--- config.mk ---
export PLATFORM = sky130hd
export DESIGN_NAME = fifo_skip_sa
export DESIGN_NICKNAME = d
export VERILOG_FILES = /design/src/rtl/fifo_skip_sa.sv
export SDC_FILE = /design/constraint.sdc
export NUM_CORES = 1
export LEC_CHECK = 0
export BUFFER_PORTS_ARGS = -buffer_cell sky130_fd_sc_hd__buf_2
export CAP_MARGIN = 20
export CORE_UTILIZATION = 30
export DETAILED_ROUTE_END_ITERATION = 6
export GPL_TIMING_DRIVEN = 0
export PLACE_DENSITY = 0.49
export REMOVE_ABC_BUFFERS = 1
export SETUP_SLACK_MARGIN = 0.15
export SYNTH_ARGS = -nofsm -noshare
export SYNTH_HDL_FRONTEND = slang
export SYNTH_SLANG_ARGS = --single-unit
--- constraint.sdc ---
create_clock -name clk_i -period 9.9 [get_ports clk_i]
set_input_delay 1.98 -clock clk_i [delete_from_list [all_inputs] [get_ports clk_i]]
set_output_delay 1.98 -clock clk_i [all_outputs]
set_load 0.03 [all_outputs]
--- src/rtl/fifo_skip_sa.sv ---
// Single-clock synchronous FIFO with multi-word skip reads, occupancy
// counter, programmable almost-full/almost-empty flags, optional show-ahead
// read port and registered overflow/underflow pulses.
module fifo_skip_sa #(
  parameter int unsigned DWIDTH     = 8,
  parameter int unsigned AWIDTH     = 4,
  parameter int unsigned SWIDTH     = 2,
  parameter int unsigned SHOWAHEAD  = 0,
  parameter int unsigned AFULL_LVL  = 12,
  parameter int unsigned AEMPTY_LVL = 2
) (
  input  logic              clk_i,
  input  logic              srst_i,
  input  logic              wr_i,
  input  logic [DWIDTH-1:0] wrdata_i,
  input  logic              rd_i,
  input  logic [SWIDTH-1:0] skip_i,
  output logic [DWIDTH-1:0] rddata_o,
  output logic              empty_o,
  output logic              full_o,
  output logic              almost_full_o,
  output logic              almost_empty_o,
  output logic [AWIDTH:0]   usedw_o,
  output logic              overflow_o,
  output logic              underflow_o
);

  localparam int unsigned     DEPTH    = 2 ** AWIDTH;
  localparam logic [AWIDTH:0] DEPTH_W  = (AWIDTH + 1)'(DEPTH);
  localparam logic [AWIDTH:0] AFULL_W  = (AWIDTH + 1)'(AFULL_LVL);
  localparam logic [AWIDTH:0] AEMPTY_W = (AWIDTH + 1)'(AEMPTY_LVL);

  logic [DWIDTH-1:0] mem_q [DEPTH];

  logic [AWIDTH-1:0] wrptr_q, wrptr_d;
  logic [AWIDTH-1:0] rdptr_q, rdptr_d;
  logic [AWIDTH:0]   usedw_q, usedw_d;
  logic              empty_q, empty_d;
  logic              full_q, full_d;
  logic              afull_q, afull_d;
  logic              aempty_q, aempty_d;
  logic              ovf_q, ovf_d;
  logic              unf_q, unf_d;

  logic              rd_acc;
  logic              wr_acc;
  logic [AWIDTH:0]   skip_cnt;
  logic [AWIDTH:0]   rd_cnt;

  // Accept logic, skip clamping, pointer/occupancy and flag next-state.
  always_comb begin
    rd_acc   = rd_i & ~empty_q;
    skip_cnt = (AWIDTH + 1)'(skip_i) + (AWIDTH + 1)'(1);
    rd_cnt   = '0;
    if (rd_acc) begin
      rd_cnt = (skip_cnt > usedw_q) ? usedw_q : skip_cnt;
    end
    wr_acc   = wr_i & (~full_q | rd_acc);
    wrptr_d  = wrptr_q + AWIDTH'(wr_acc);
    rdptr_d  = rdptr_q + rd_cnt[AWIDTH-1:0];
    usedw_d  = usedw_q + (AWIDTH + 1)'(wr_acc) - rd_cnt;
    empty_d  = (usedw_d == '0);
    full_d   = (usedw_d == DEPTH_W);
    afull_d  = (usedw_d >= AFULL_W);
    aempty_d = (usedw_d <= AEMPTY_W);
    ovf_d    = wr_i & ~wr_acc;
    unf_d    = rd_i & empty_q;
  end

  // Control state and registered status outputs.
  always_ff @(posedge clk_i) begin
    if (!srst_i) begin
      wrptr_q  <= '0;
      rdptr_q  <= '0;
      usedw_q  <= '0;
      empty_q  <= 1'b1;
      full_q   <= 1'b0;
      afull_q  <= 1'b0;
      aempty_q <= 1'b1;
      ovf_q    <= 1'b0;
      unf_q    <= 1'b0;
    end else begin
      wrptr_q  <= wrptr_d;
      rdptr_q  <= rdptr_d;
      usedw_q  <= usedw_d;
      empty_q  <= empty_d;
      full_q   <= full_d;
      afull_q  <= afull_d;
      aempty_q <= aempty_d;
      ovf_q    <= ovf_d;
      unf_q    <= unf_d;
    end
  end

  // Storage array, not reset; writes are suppressed while reset is asserted.
  always_ff @(posedge clk_i) begin
    if (srst_i && wr_acc) begin
      mem_q[wrptr_q] <= wrdata_i;
    end
  end

  generate
    if (SHOWAHEAD == 0) begin : g_reg_rd
      logic [DWIDTH-1:0] rddata_q, rddata_d;

      // Registered read port returns the oldest consumed word.
      always_comb begin
        rddata_d = rddata_q;
        if (rd_acc) begin
          rddata_d = mem_q[rdptr_q];
        end
      end

      // Read data register.
      always_ff @(posedge clk_i) begin
        if (!srst_i) begin
          rddata_q <= '0;
        end else begin
          rddata_q <= rddata_d;
        end
      end

      assign rddata_o = rddata_q;
    end else begin : g_show_ahead
      // Head word presented combinationally from the register array.
      always_comb begin
        rddata_o = mem_q[rdptr_q];
      end
    end
  endgenerate

  assign empty_o        = empty_q;
  assign full_o         = full_q;
  assign almost_full_o  = afull_q;
  assign almost_empty_o = aempty_q;
  assign usedw_o        = usedw_q;
  assign overflow_o     = ovf_q;
  assign underflow_o    = unf_q;

endmodule

==> summary.md <==
| Metric | Value |
|---|---|
| Status | `complete, no violations` |
| Root Buffer | `clkbuf_16` |
| Main synth FF type | `edfxtp_1` |
| Global-route wire length before repair | `19700 microns` |
| Cell taking the most area after synthesis | `edfxtp_1` |
| Fillers | `1965` |
| Skew final | `7.41 ps` |
| Measured slew at the worst slew-check pin | `977 ps` |
| Most frequent cells after synthesis | `128 x edfxtp_1, 27 x dfxtp_1, 25 x mux4_2` |
| Dpl hpwl | `8240 microns` |
| Die area | `0.0216 sq mm` |
| Cells after Synth | `356` |
| Top-Level Pins | `33` |
| Async SR Flop Fraction | `0%` |
| Core area | `0.0204 sq mm` |
| Fin Hold WS | `499 ps` |
| Syn Area/Cell | `17.7 sq um` |
| Worst Hold Class | `reg -> reg` |
| Slowest cell on crit path | `fa_1` |
| N_diodes | `0` |
| Top-area cell type share of the netlist area | `60.9%` |
| Multi-input logic area | `0.00182 sq mm` |
| CTS Buffer Depth | `2` |
| Clock-pin slew on the worst setup and hold paths | `60 ps` |
| # rows | `52` |
| Worst Path Buf+Inv | `3` |
| Reg area | `0.00439 sq mm` |
| PD cells | `between 200 and 250 mW/mm^2` |
| IO Port Bufs | `32` |
| CTS Buf Count | `17` |
| Vias | `3210` |
| Layout Area Growth over Synthesis | `17.5%` |
| Critical Path Max Stage Delay | `400 ps` |
| GRT overflow | `0` |
| Largest fanout on the critical path | `4` |
| CTS tree | `built` |
| Leak pwr | `2.51 nW` |
| Number of clock sinks | `155` |
| CP Cell Sequence | `buf_2 -> ha_1 -> ha_1 -> nor2b_1 -> o21ai_0 -> a21oi_1 -> or2_2 -> a21oi_1 -> ha_1 -> inv_1 -> ha_1 -> inv_1 -> fa_1 -> nor2b_1 -> o21a_1 -> or4b_1 -> nand2_1 -> a2111oi_0` |
| Clk_lat worst skew | `between 400 and 500 ps` |
| Largest net degree at the start of global routing | `35` |
| MaxCap Viol Count | `0` |
| Required time of the critical path | `about 10000 ps` |
| Worst setup SP type | `input pin` |
| Initial antenna violation count | `0` |
| Worst EP arrival | `5600 ps` |
| YS warnings | `0` |
| H-tree depth | `4` |
| Count leader, synth | `edfxtp_1` |
| Violation count after the first detailed-route iteration | `200` |
| CP top delay family | `adder cells` |
| Die height | `147 microns` |
| Hold buffers post-CTS | `0` |
| Hold violation count in the final report | `0` |
| Slew Limit Headroom | `34.6%` |
| RePlAce Congestion | `0.749` |
| Synthesized flop and latch total | `roughly 160` |
| Setup TNS | `0 ps` |
| Crit share post-route | `a little over half` |
| Share of layout cells above drive strength 1 | `27.1%` |
| Synth area leaders | `edfxtp_1 61%, mux4_2 8.9%, dfxtp_1 8.6%` |
| Critical path endpoint category | `flop` |
| Antenna viol nets, final | `0` |
| Drt wl/cell | `18.7 microns` |
| Post-synth cell types | `44` |
| Clock period minus worst slack | `about 5300 ps` |
| Initial Util | `30.9%` |
| Total Nets Final | `430` |
| Mapped cell area | `0.00631 sq mm` |
| WL final | `12700 microns` |
| Fin. max-slew vios | `0` |
| Fmax | `0.188 GHz` |
| Drt first pass iters | `4` |
| Vias in the first global route | `3495` |
| Worst setup path category | `in -> reg` |
| Post-DR vias/cell | `4.73` |
| GRT Util Overall | `12.6%` |
| PostCTS Resize Cnt | `0` |
| Residual DRC count | `0` |
| Worst vdd ir | `180 uV` |
| Die width | `roughly 150 microns` |
| Critical path's most frequent cell | `ha_1` |
| Number of synthesized flops with an enable pin | `128` |
| Sequential area share after synthesis | `69.4%` |
| Final-report setup violation count | `0` |
| RSZ-0062 raised after global routing | `no` |
| Post-CTS setup buffer count | `0` |
[cell usage in the layout, fill, tap and decap left out, types with 4 or more instances in the layout]
cell type  synthesis  layout
edfxtp_1         128     128
mux2i_1           11      11
mux2_2             8       8
buf_4              1       4
a22oi_1            9       9
a21oi_1            6       6
nand2b_1           5       5
ha_1              17      17
nor2b_1            8       8
dfxtp_1           27      25
clkbuf_16          0      17
nor2_1            12      12
mux4_1             5       5
and2_1            13      13
inv_1             11      11
xnor2_1            5       5
nand2_1            8       8
o21ai_1            7       7
mux4_2            25      25
buf_2              6      32
[cells by family (layout without fill, tap and decap cells)]
logic type / count (synthesis) / in the layout / synth area share (%)
flip-flops: 155 / 155 / 69.4
AND/OR/NAND/NOR: 64 / 64 / 5.59
multiplexers: 49 / 49 / 14.2
AO/OA/AOI/OAI: 33 / 33 / 3.47
buffers and inverters: 28 / 81 / 2.32
adder cells (fa/ha/maj): 19 / 19 / 4.00
XOR/XNOR: 7 / 7 / 0.971
other: 1 / 1 / 0.0594
[cell type report]
class | instances | area share (%)
clock buffers | 18 | 5.78
clock inverters | 13 | 1.94
inverters | 11 | 0.556
multi-input cells | 173 | 24.6
flip-flops and latches | 155 | 59.1
well taps | 270 | 4.55
repair buffers | 39 | 3.47
[tightest hold or removal path, stage by stage, from the launching register on]
cell     delay [ps]
dfxtp_1         320
a22oi_1          70
o21ai_1          70
[path summary, 6_finish.rpt]
path	from	end	slack, ps	depth (start not counted)
max reg2reg	usedw_o[1]	almost_empty_o	6120	17
min reg2reg	rddata_o[0]	rddata_o[0]	500	2
max	skip_i[0]	almost_empty_o	4590	18
min	rddata_o[0]	rddata_o[0]	500	2
[metal layers]
layer	global-route usage (%)	part of all wire (%)
met1	15.6	44
met2	20.9	50
met3	3.57	4.6
met4	4.79	1.5
met5	0	0
[per-stage QoR]
stage | std cells | utilization [%] | cell area [sq um] | power, mW | worst slack (ps)
2_1_floorplan | 339 | - | 6210 | 1.06 | 4740
3_3_place_gp | 641 | 32.8 | 6710 | 1.17 | 4260
3_5_place_dp | 648 | 33.5 | 6850 | 1.19 | 4150
4_1_cts | 679 | 36.3 | 7420 | 1.82 | 4620
5_1_grt | 679 | 36.3 | 7420 | 1.89 | 4410
6_report | 679 | 36.3 | 7420 | 1.80 | 4590
[state kept, by name, summed over array words and instances (netlist names)]
signal / cells
underflow_o: 1
almost_empty_o: 1
usedw_o: 5
rddata_o: 8
empty_o: 1
almost_full_o: 1
mem_q: 128
full_o: 1
wrptr_q: 4
rdptr_q: 4
overflow_o: 1
[report_power, final]
group / internal [mW] / total (mW) / switching (mW)
registers: 0.746 / 0.785 / 0.0388
logic: 0.170 / 0.385 / 0.215
clock network: 0.372 / 0.628 / 0.256
total: 1.29 / 1.80 / 0.510
No activity file was read; power rests on OpenSTA's default activity.
